$ cat config.mk
export PLATFORM = sky130hd
export DESIGN_NAME = washer_panel_ctrl
export DESIGN_NICKNAME = d
export VERILOG_FILES = /design/src/rtl/washer_pkg.sv /design/src/rtl/button_debouncer.sv /design/src/rtl/washer_panel_ctrl.sv
export SDC_FILE = /design/constraint.sdc
export NUM_CORES = 1
export LEC_CHECK = 0
export ABC_AREA = 0
export BUFFER_PORTS_ARGS = -buffer_cell sky130_fd_sc_hd__buf_4
export CORE_MARGIN = 4
export CORE_UTILIZATION = 48
export CTS_CLUSTER_SIZE = 28
export DETAILED_ROUTE_END_ITERATION = 16
export PLACE_DENSITY = 0.77
export REMOVE_ABC_BUFFERS = 1
export SYNTH_ARGS = -nofsm -noshare
export SYNTH_HDL_FRONTEND = slang
export SYNTH_SLANG_ARGS = --single-unit
$ cat constraint.sdc
create_clock -name CLK -period 1.5 [get_ports CLK]
set_input_delay 0.3 -clock CLK [delete_from_list [all_inputs] [get_ports CLK]]
set_output_delay 0.3 -clock CLK [all_outputs]
set_load 0.005 [all_outputs]
$ cat src/rtl/washer_pkg.sv
// Shared definitions for the washer panel front end and the washer controller.
//   - panel_state_t : panel session FSM encodings
//   - OP_*          : Operation codes driven to the controller
//   - W_*           : Weight class codes driven to the controller
//   - weight_class  : maps a load reading onto a weight class
package washer_pkg;

    localparam int unsigned LOAD_W = 8;
    localparam int unsigned OP_W   = 2;
    localparam int unsigned WGT_W  = 2;

    typedef enum logic [1:0] {
        ST_IDLE   = 2'd0,
        ST_RUN    = 2'd1,
        ST_PAUSED = 2'd2,
        ST_DONE   = 2'd3
    } panel_state_t;

    localparam logic [OP_W-1:0] OP_NORMAL     = 2'd0;
    localparam logic [OP_W-1:0] OP_WASH       = 2'd1;
    localparam logic [OP_W-1:0] OP_RINSE_SPIN = 2'd2;
    localparam logic [OP_W-1:0] OP_SPIN       = 2'd3;

    localparam logic [WGT_W-1:0] W_LIGHT  = 2'd0;
    localparam logic [WGT_W-1:0] W_MEDIUM = 2'd1;
    localparam logic [WGT_W-1:0] W_HEAVY  = 2'd2;

    // Light below t1, medium below t2, heavy otherwise; code 3 never produced.
    function automatic logic [WGT_W-1:0] weight_class(
        input logic [LOAD_W-1:0] load,
        input logic [LOAD_W-1:0] t1,
        input logic [LOAD_W-1:0] t2
    );
        if (load < t1)      return W_LIGHT;
        else if (load < t2) return W_MEDIUM;
        else                return W_HEAVY;
    endfunction

endpackage

$ cat src/rtl/button_debouncer.sv
// Synchronizer + debouncer for one raw asynchronous input.
//   CLK   : system clock
//   RST   : synchronous active-high reset
//   raw   : asynchronous input
//   level : debounced level (reset 0)
//   rise  : one-cycle strobe coincident with a 0->1 change of level
module button_debouncer #(
    parameter int unsigned DEBOUNCE_CYCLES = 4
) (
    input  logic CLK,
    input  logic RST,
    input  logic raw,
    output logic level,
    output logic rise
);

    localparam int unsigned CNT_W = (DEBOUNCE_CYCLES > 2) ? $clog2(DEBOUNCE_CYCLES) : 1;
    localparam logic [CNT_W-1:0] CNT_LAST = CNT_W'(DEBOUNCE_CYCLES - 1);

    logic             sync_1;
    logic             sync_2;
    logic [CNT_W-1:0] cnt;

    // Level flips on the DEBOUNCE_CYCLES-th consecutive mismatching edge;
    // any matching cycle restarts the count.
    always_ff @(posedge CLK) begin
        if (RST) begin
            sync_1 <= 1'b0;
            sync_2 <= 1'b0;
            cnt    <= '0;
            level  <= 1'b0;
            rise   <= 1'b0;
        end else begin
            sync_1 <= raw;
            sync_2 <= sync_1;
            rise   <= 1'b0;
            if (sync_2 != level) begin
                if (cnt == CNT_LAST) begin
                    level <= sync_2;
                    rise  <= sync_2;
                    cnt   <= '0;
                end else begin
                    cnt <= cnt + CNT_W'(1);
                end
            end else begin
                cnt <= '0;
            end
        end
    end

endmodule

$ cat src/rtl/washer_panel_ctrl.sv
// Washer user panel: debounces buttons/door, classifies load, and runs the
// IDLE/RUN/PAUSED/DONE session that drives the washer controller inputs.
//   CLK, RST                      : clock, synchronous active-high reset
//   Btn_Start/Pause/Stop/Mode     : raw buttons, 1 = pressed
//   Door_Sensor                   : raw door, 1 = closed
//   Load_Sensor[7:0]              : load cell reading
//   Finish, Failure               : controller status
//   Start, Stop                   : one-cycle command pulses
//   Pause                         : high while paused
//   Operation[1:0], Weight[1:0]   : program / weight class
//   Open_Door, Close_Door         : debounced door state (complementary)
//   Clothes_in                    : load present
//   Door_Lock, Busy               : lock solenoid, session active
module washer_panel_ctrl
    import washer_pkg::*;
#(
    parameter int unsigned DEBOUNCE_CYCLES = 4,
    parameter int unsigned LOAD_MIN        = 8,
    parameter int unsigned WEIGHT_T1       = 64,
    parameter int unsigned WEIGHT_T2       = 160
) (
    input  logic       CLK,
    input  logic       RST,
    input  logic       Btn_Start,
    input  logic       Btn_Pause,
    input  logic       Btn_Stop,
    input  logic       Btn_Mode,
    input  logic       Door_Sensor,
    input  logic [7:0] Load_Sensor,
    input  logic       Finish,
    input  logic       Failure,
    output logic       Start,
    output logic       Stop,
    output logic       Pause,
    output logic [1:0] Operation,
    output logic [1:0] Weight,
    output logic       Open_Door,
    output logic       Close_Door,
    output logic       Clothes_in,
    output logic       Door_Lock,
    output logic       Busy
);

    logic start_press, pause_press, stop_press, mode_press;
    logic door_closed;
    logic start_lvl_unused, pause_lvl_unused, stop_lvl_unused, mode_lvl_unused;
    logic door_rise_unused;

    button_debouncer #(.DEBOUNCE_CYCLES(DEBOUNCE_CYCLES)) u_db_start (
        .CLK(CLK), .RST(RST), .raw(Btn_Start), .level(start_lvl_unused), .rise(start_press));
    button_debouncer #(.DEBOUNCE_CYCLES(DEBOUNCE_CYCLES)) u_db_pause (
        .CLK(CLK), .RST(RST), .raw(Btn_Pause), .level(pause_lvl_unused), .rise(pause_press));
    button_debouncer #(.DEBOUNCE_CYCLES(DEBOUNCE_CYCLES)) u_db_stop (
        .CLK(CLK), .RST(RST), .raw(Btn_Stop), .level(stop_lvl_unused), .rise(stop_press));
    button_debouncer #(.DEBOUNCE_CYCLES(DEBOUNCE_CYCLES)) u_db_mode (
        .CLK(CLK), .RST(RST), .raw(Btn_Mode), .level(mode_lvl_unused), .rise(mode_press));
    button_debouncer #(.DEBOUNCE_CYCLES(DEBOUNCE_CYCLES)) u_db_door (
        .CLK(CLK), .RST(RST), .raw(Door_Sensor), .level(door_closed), .rise(door_rise_unused));

    // Door outputs come straight from the debounced door register.
    assign Close_Door = door_closed;
    assign Open_Door  = ~door_closed;

    panel_state_t      state_q, state_d;
    logic              start_d, stop_d, pause_d;
    logic [OP_W-1:0]   op_d;
    logic [WGT_W-1:0]  weight_d;

    // Session next-state and next-output logic.
    always_comb begin
        state_d  = state_q;
        start_d  = 1'b0;
        stop_d   = 1'b0;
        pause_d  = Pause;
        op_d     = Operation;
        weight_d = Weight;
        unique case (state_q)
            ST_IDLE: begin
                pause_d  = 1'b0;
                weight_d = weight_class(Load_Sensor, LOAD_W'(WEIGHT_T1), LOAD_W'(WEIGHT_T2));
                if (start_press) begin
                    // Start beats Mode; a refused start is simply dropped.
                    if (door_closed && Clothes_in) begin
                        start_d  = 1'b1;
                        state_d  = ST_RUN;
                        weight_d = Weight;
                    end
                end else if (mode_press) begin
                    op_d = OP_W'(Operation + OP_W'(1));
                end
            end
            ST_RUN: begin
                if (stop_press) begin
                    stop_d  = 1'b1;
                    pause_d = 1'b0;
                    state_d = ST_IDLE;
                end else if (Failure) begin
                    state_d = ST_IDLE;
                end else if (Finish) begin
                    state_d = ST_DONE;
                end else if (pause_press) begin
                    pause_d = 1'b1;
                    state_d = ST_PAUSED;
                end
            end
            ST_PAUSED: begin
                if (stop_press) begin
                    stop_d  = 1'b1;
                    pause_d = 1'b0;
                    state_d = ST_IDLE;
                end else if (Failure) begin
                    pause_d = 1'b0;
                    state_d = ST_IDLE;
                end else if (pause_press) begin
                    pause_d = 1'b0;
                    state_d = ST_RUN;
                end
            end
            ST_DONE: begin
                if (!door_closed) state_d = ST_IDLE;
            end
            default: state_d = ST_IDLE;
        endcase
    end

    // State register.
    always_ff @(posedge CLK) begin
        if (RST) state_q <= ST_IDLE;
        else     state_q <= state_d;
    end

    // Output registers; lock/busy follow the session state one edge later.
    always_ff @(posedge CLK) begin
        if (RST) begin
            Start      <= 1'b0;
            Stop       <= 1'b0;
            Pause      <= 1'b0;
            Operation  <= OP_NORMAL;
            Weight     <= W_LIGHT;
            Clothes_in <= 1'b0;
            Door_Lock  <= 1'b0;
            Busy       <= 1'b0;
        end else begin
            Start      <= start_d;
            Stop       <= stop_d;
            Pause      <= pause_d;
            Operation  <= op_d;
            Weight     <= weight_d;
            Clothes_in <= (Load_Sensor >= LOAD_W'(LOAD_MIN));
            Door_Lock  <= (state_q == ST_RUN) || (state_q == ST_PAUSED);
            Busy       <= (state_q == ST_RUN) || (state_q == ST_PAUSED);
        end
    end

endmodule

==> results by stage <==
Cells and area:
- The layout has 269 filler cells.
- The multi-input combinational cells in the finished layout cover a total of 713 µm².
- The post-route standard cell area excluding fillers is 1910 µm².
- The fraction of layout instances using a drive strength above 1 is 0.257.
- The register cell area after layout is 806 µm².
- 0 antenna diodes ended up in the layout.
- The number of non-filler instances in the completed layout is 227.
- The final layout net count is 210.
- In the layout the commonest cells are 38 x sky130_fd_sc_hd__dfxtp_1, 30 x sky130_fd_sc_hd__buf_4, 20 x sky130_fd_sc_hd__nor2_1, 12 x sky130_fd_sc_hd__nor2b_1, 9 x sky130_fd_sc_hd__ha_1.
- The library cell used most frequently in the layout, excluding fill and tap cells, is sky130_fd_sc_hd__dfxtp_1.
- From synthesis to final layout, the design area changed by 23.5%.

Timing:
- The final worst clock skew is 8.50 ps.
- Dividing the final minimum period by the clock period gives 0.953.
- Timing would allow up to 700 MHz.
- The worst slew margin relative to its limit is 0.824.
- The count of endpoints failing setup in the final report is 0.
- The final critical path time including I/O delays and setup is 1430 ps.
- The final setup slack of the worst path is 71.0 ps.
- The final-layout setup total negative slack is 0 ps.
- The transition time at the pin with the least slew margin is 260 ps.
- The final count of pins violating max slew is 0.
- The final count of hold timing violations is 0.

Hold path:
- In this run the worst hold path is classified as in2reg.

Die:
- The floorplan step defined a die boundary enclosing 4190 µm².
- After floorplanning, the core was sized to cover 3080 µm².
- The die width is 64.8 µm.
- The starting utilization of the core area is 0.502.
- The row count is 20.
- The boundary pin count is 29.
- The die boundary height is 64.8 µm.

Global route:
- The global-route usage over all layers is 0.136.
- The via count of the first global-routing pass is 1066.
- Entering global routing, the biggest net connects 28 pins.
- For met2 alone, demand over resource in global routing was 0.231.
- For met3 alone, demand over resource in global routing was 0.0537.
- The first global-routing pass estimated 4370 µm of wire.
- The total overflow reported by the global router is 0.
- The number of antenna violations at the first check in global routing is 0.
- The most crowded layer after global routing is met2.
- For this run, global-route usage on met1 was measured as 0.149.

Drt:
- The number of remaining DRC errors is 0.
- The total wire length after detailed routing is 2550 µm.
- The remaining number of nets flagged by the antenna check after routing is 0.
- After the first detailed-routing iteration, the DRC count stood at 36.
- The first detailed-routing pass ran for 4 iterations.
- The average routed wire per standard cell is 11.3 µm.
- The number of vias per cell is 4.93.
- The total number of vias is 1118.

Worst setup path:
- The signal on the critical path passes through inv_2, ha_2, buf_4, o21ai_2, a311oi_2, a41o_1.
- STA classifies the critical path startpoint as a flop.
- STA puts the critical path data arrival time at 1670 ps.
- The largest individual stage delay along the critical path comes from the cell sky130_fd_sc_hd__dfxtp_4.
- The startpoint-to-endpoint class of the critical path is reg2reg.
- The highest fanout seen on the critical path is 6.
- The critical path contains buffers and inverters numbering 2 combined.
- At the worst endpoint, the required time is 1740 ps.
- The top cell family by delay on the critical path is compound AO/OA/AOI/OAI gates.
- The largest incremental delay on the critical path is 410 ps.
- The kind of end point of the critical path is a flop.

Logic synthesis:
- The cell type with the highest aggregate area in the netlist is sky130_fd_sc_hd__dfxtp_1.
- The mean cell area of the mapped netlist is 10.3 µm².
- The flip-flop and latch count after synthesis is 40.
- The synthesized area is 1550 µm².
- The share of synthesized flip-flops with an asynchronous set or reset is 0.
- In this run, synthesis inferred 0 flip-flops with an integrated enable.
- The top-area cell type share of the netlist area is 0.518.
- Synthesis instantiated 31 different standard cells from the library.
- After technology mapping, the gate count stands at 150.
- The most instantiated flip-flop cell in the synthesis netlist is sky130_fd_sc_hd__dfxtp_1.
- The sequential area share after synthesis is 0.518.
- After synthesis, the cell types taking the most area are sky130_fd_sc_hd__dfxtp_1 52%, sky130_fd_sc_hd__ha_1 8.9%, sky130_fd_sc_hd__nor2b_1 5.3%.
- During synthesis, Yosys emitted a total of 0 warnings.

Power and ir drop:
- Summing internal, switching and leakage power gives 1970 µW.
- The worst-case IR drop observed on VDD is 0.000719 V.
- The leakage power of the design is 0.000789 µW.
- Power spread over the standard cell area amounts to 1030 nW/µm².

Job:
- The tool flagged a number of max-cap violations equal to 0.

Clock network:
- The clock passes through at most 2 buffers.
- The CTS H-tree depth is 2.
- The clock net in this run drives a total of 40 sinks.
- The clock reaches the later pin of the worst-skew pair after 340 ps.
- The CTS tree is yes.
- The clock transition at the registers of the reported paths is 120 ps.
- Buffers inserted during clock tree synthesis total 5.
- The tree is rooted in a sky130_fd_sc_hd__clkbuf_4.

Place:
- The placed cell area is 1780 µm².
- Port buffering added 25 buffers.
- Routability-driven placement finished with a final weighted congestion of 0.796.
- The post-placement cell count is 216.
- The post-place setup slack is -46.6 ps.
- Summed over all nets, the half-perimeter wirelength after detailed placement is 1790 µm.

Run status:
- The run finished with clean final reports.
-- what timing repair did --
action,4_1_cts,5_1_grt
hold buffers,0,0
pin swaps,0,3
cloned,0,0
buffers inserted,0,3
gates resized for setup,1,10
endpoints found under the setup margin,2,3
-- sequential cells by signal, indices dropped and copies added (netlist names), 2 cells and up --
name,count
Weight,2
u_db_stop.cnt,2
Operation,2
state_q,2
u_db_start.cnt,2
u_db_pause.cnt,2
u_db_mode.cnt,2
u_db_door.cnt,2
-- worst reg2reg max path: stages, from the launching register on --
cell and delay, ps:
sky130_fd_sc_hd__dfxtp_4 410, sky130_fd_sc_hd__inv_2 50, sky130_fd_sc_hd__ha_2 190, sky130_fd_sc_hd__buf_4 130
sky130_fd_sc_hd__o21ai_2 210, sky130_fd_sc_hd__a311oi_2 130, sky130_fd_sc_hd__a41o_1 210
-- Yosys cell counts (2+ instances only) --
cell                        n
sky130_fd_sc_hd__a21oi_1    5
sky130_fd_sc_hd__a311oi_1   2
sky130_fd_sc_hd__and2_1     2
sky130_fd_sc_hd__buf_2      3
sky130_fd_sc_hd__dfxtp_1   40
sky130_fd_sc_hd__ha_1      11
sky130_fd_sc_hd__inv_1      9
sky130_fd_sc_hd__mux2i_1    6
sky130_fd_sc_hd__nand2_1    3
sky130_fd_sc_hd__nand3b_1   2
sky130_fd_sc_hd__nand4b_1   2
sky130_fd_sc_hd__nor2_1    20
sky130_fd_sc_hd__nor2b_1   13
sky130_fd_sc_hd__nor3_1     3
sky130_fd_sc_hd__nor4bb_1   4
sky130_fd_sc_hd__or3_1      5
sky130_fd_sc_hd__xnor2_1    5
sky130_fd_sc_hd__xor2_1     2
-- final timing paths --
kind                startpoint                end  slack [ps]  cells after the start
max                 state_q[0]         state_q[1]          70                      6
min                  Btn_Pause  u_db_pause.sync_1         170                      2
max reg2reg         state_q[0]         state_q[1]          70                      6
min reg2reg  u_db_pause.cnt[0]  u_db_pause.cnt[0]         420                      1
-- logic make-up after synthesis --
group                    share of synthesized area
XOR/XNOR                                    0.0396
AND/OR/NAND/NOR                              0.224
buffers and inverters                       0.0388
AO/OA/AOI/OAI                               0.0518
multiplexers                                0.0388
flip-flops                                   0.518
adder cells (fa/ha/maj)                     0.0890
-- metrics by stage --
step                hold slack, ps   util
floorplan                      369      -
global placement               404  0.578
detailed placement             410  0.578
CTS                            155  0.604
global route                   151  0.620
finish                         170  0.620
-- area by class of cell --
class	count	share of cell area
well taps	44	0.0288
multi-input cells	96	0.374
repair buffers	30	0.118
clock inverters	2	0.0183
clock buffers	6	0.0216
flip-flops and latches	40	0.422
inverters	9	0.0177
-- where the power goes --
part	internal (µW)	leakage (µW)	switching, µW
registers	1100	0.000327	21.7
logic	93.0	0.000419	80.4
clock network	350	0.0000422	327
-- per-layer routing --
layer  share of wire  vias up
li1                -      573
met4           0.020        0
met1            0.42      513
met5               0        -
met3           0.051        7
met2            0.51       25
(Power assumes the default switching activity.)
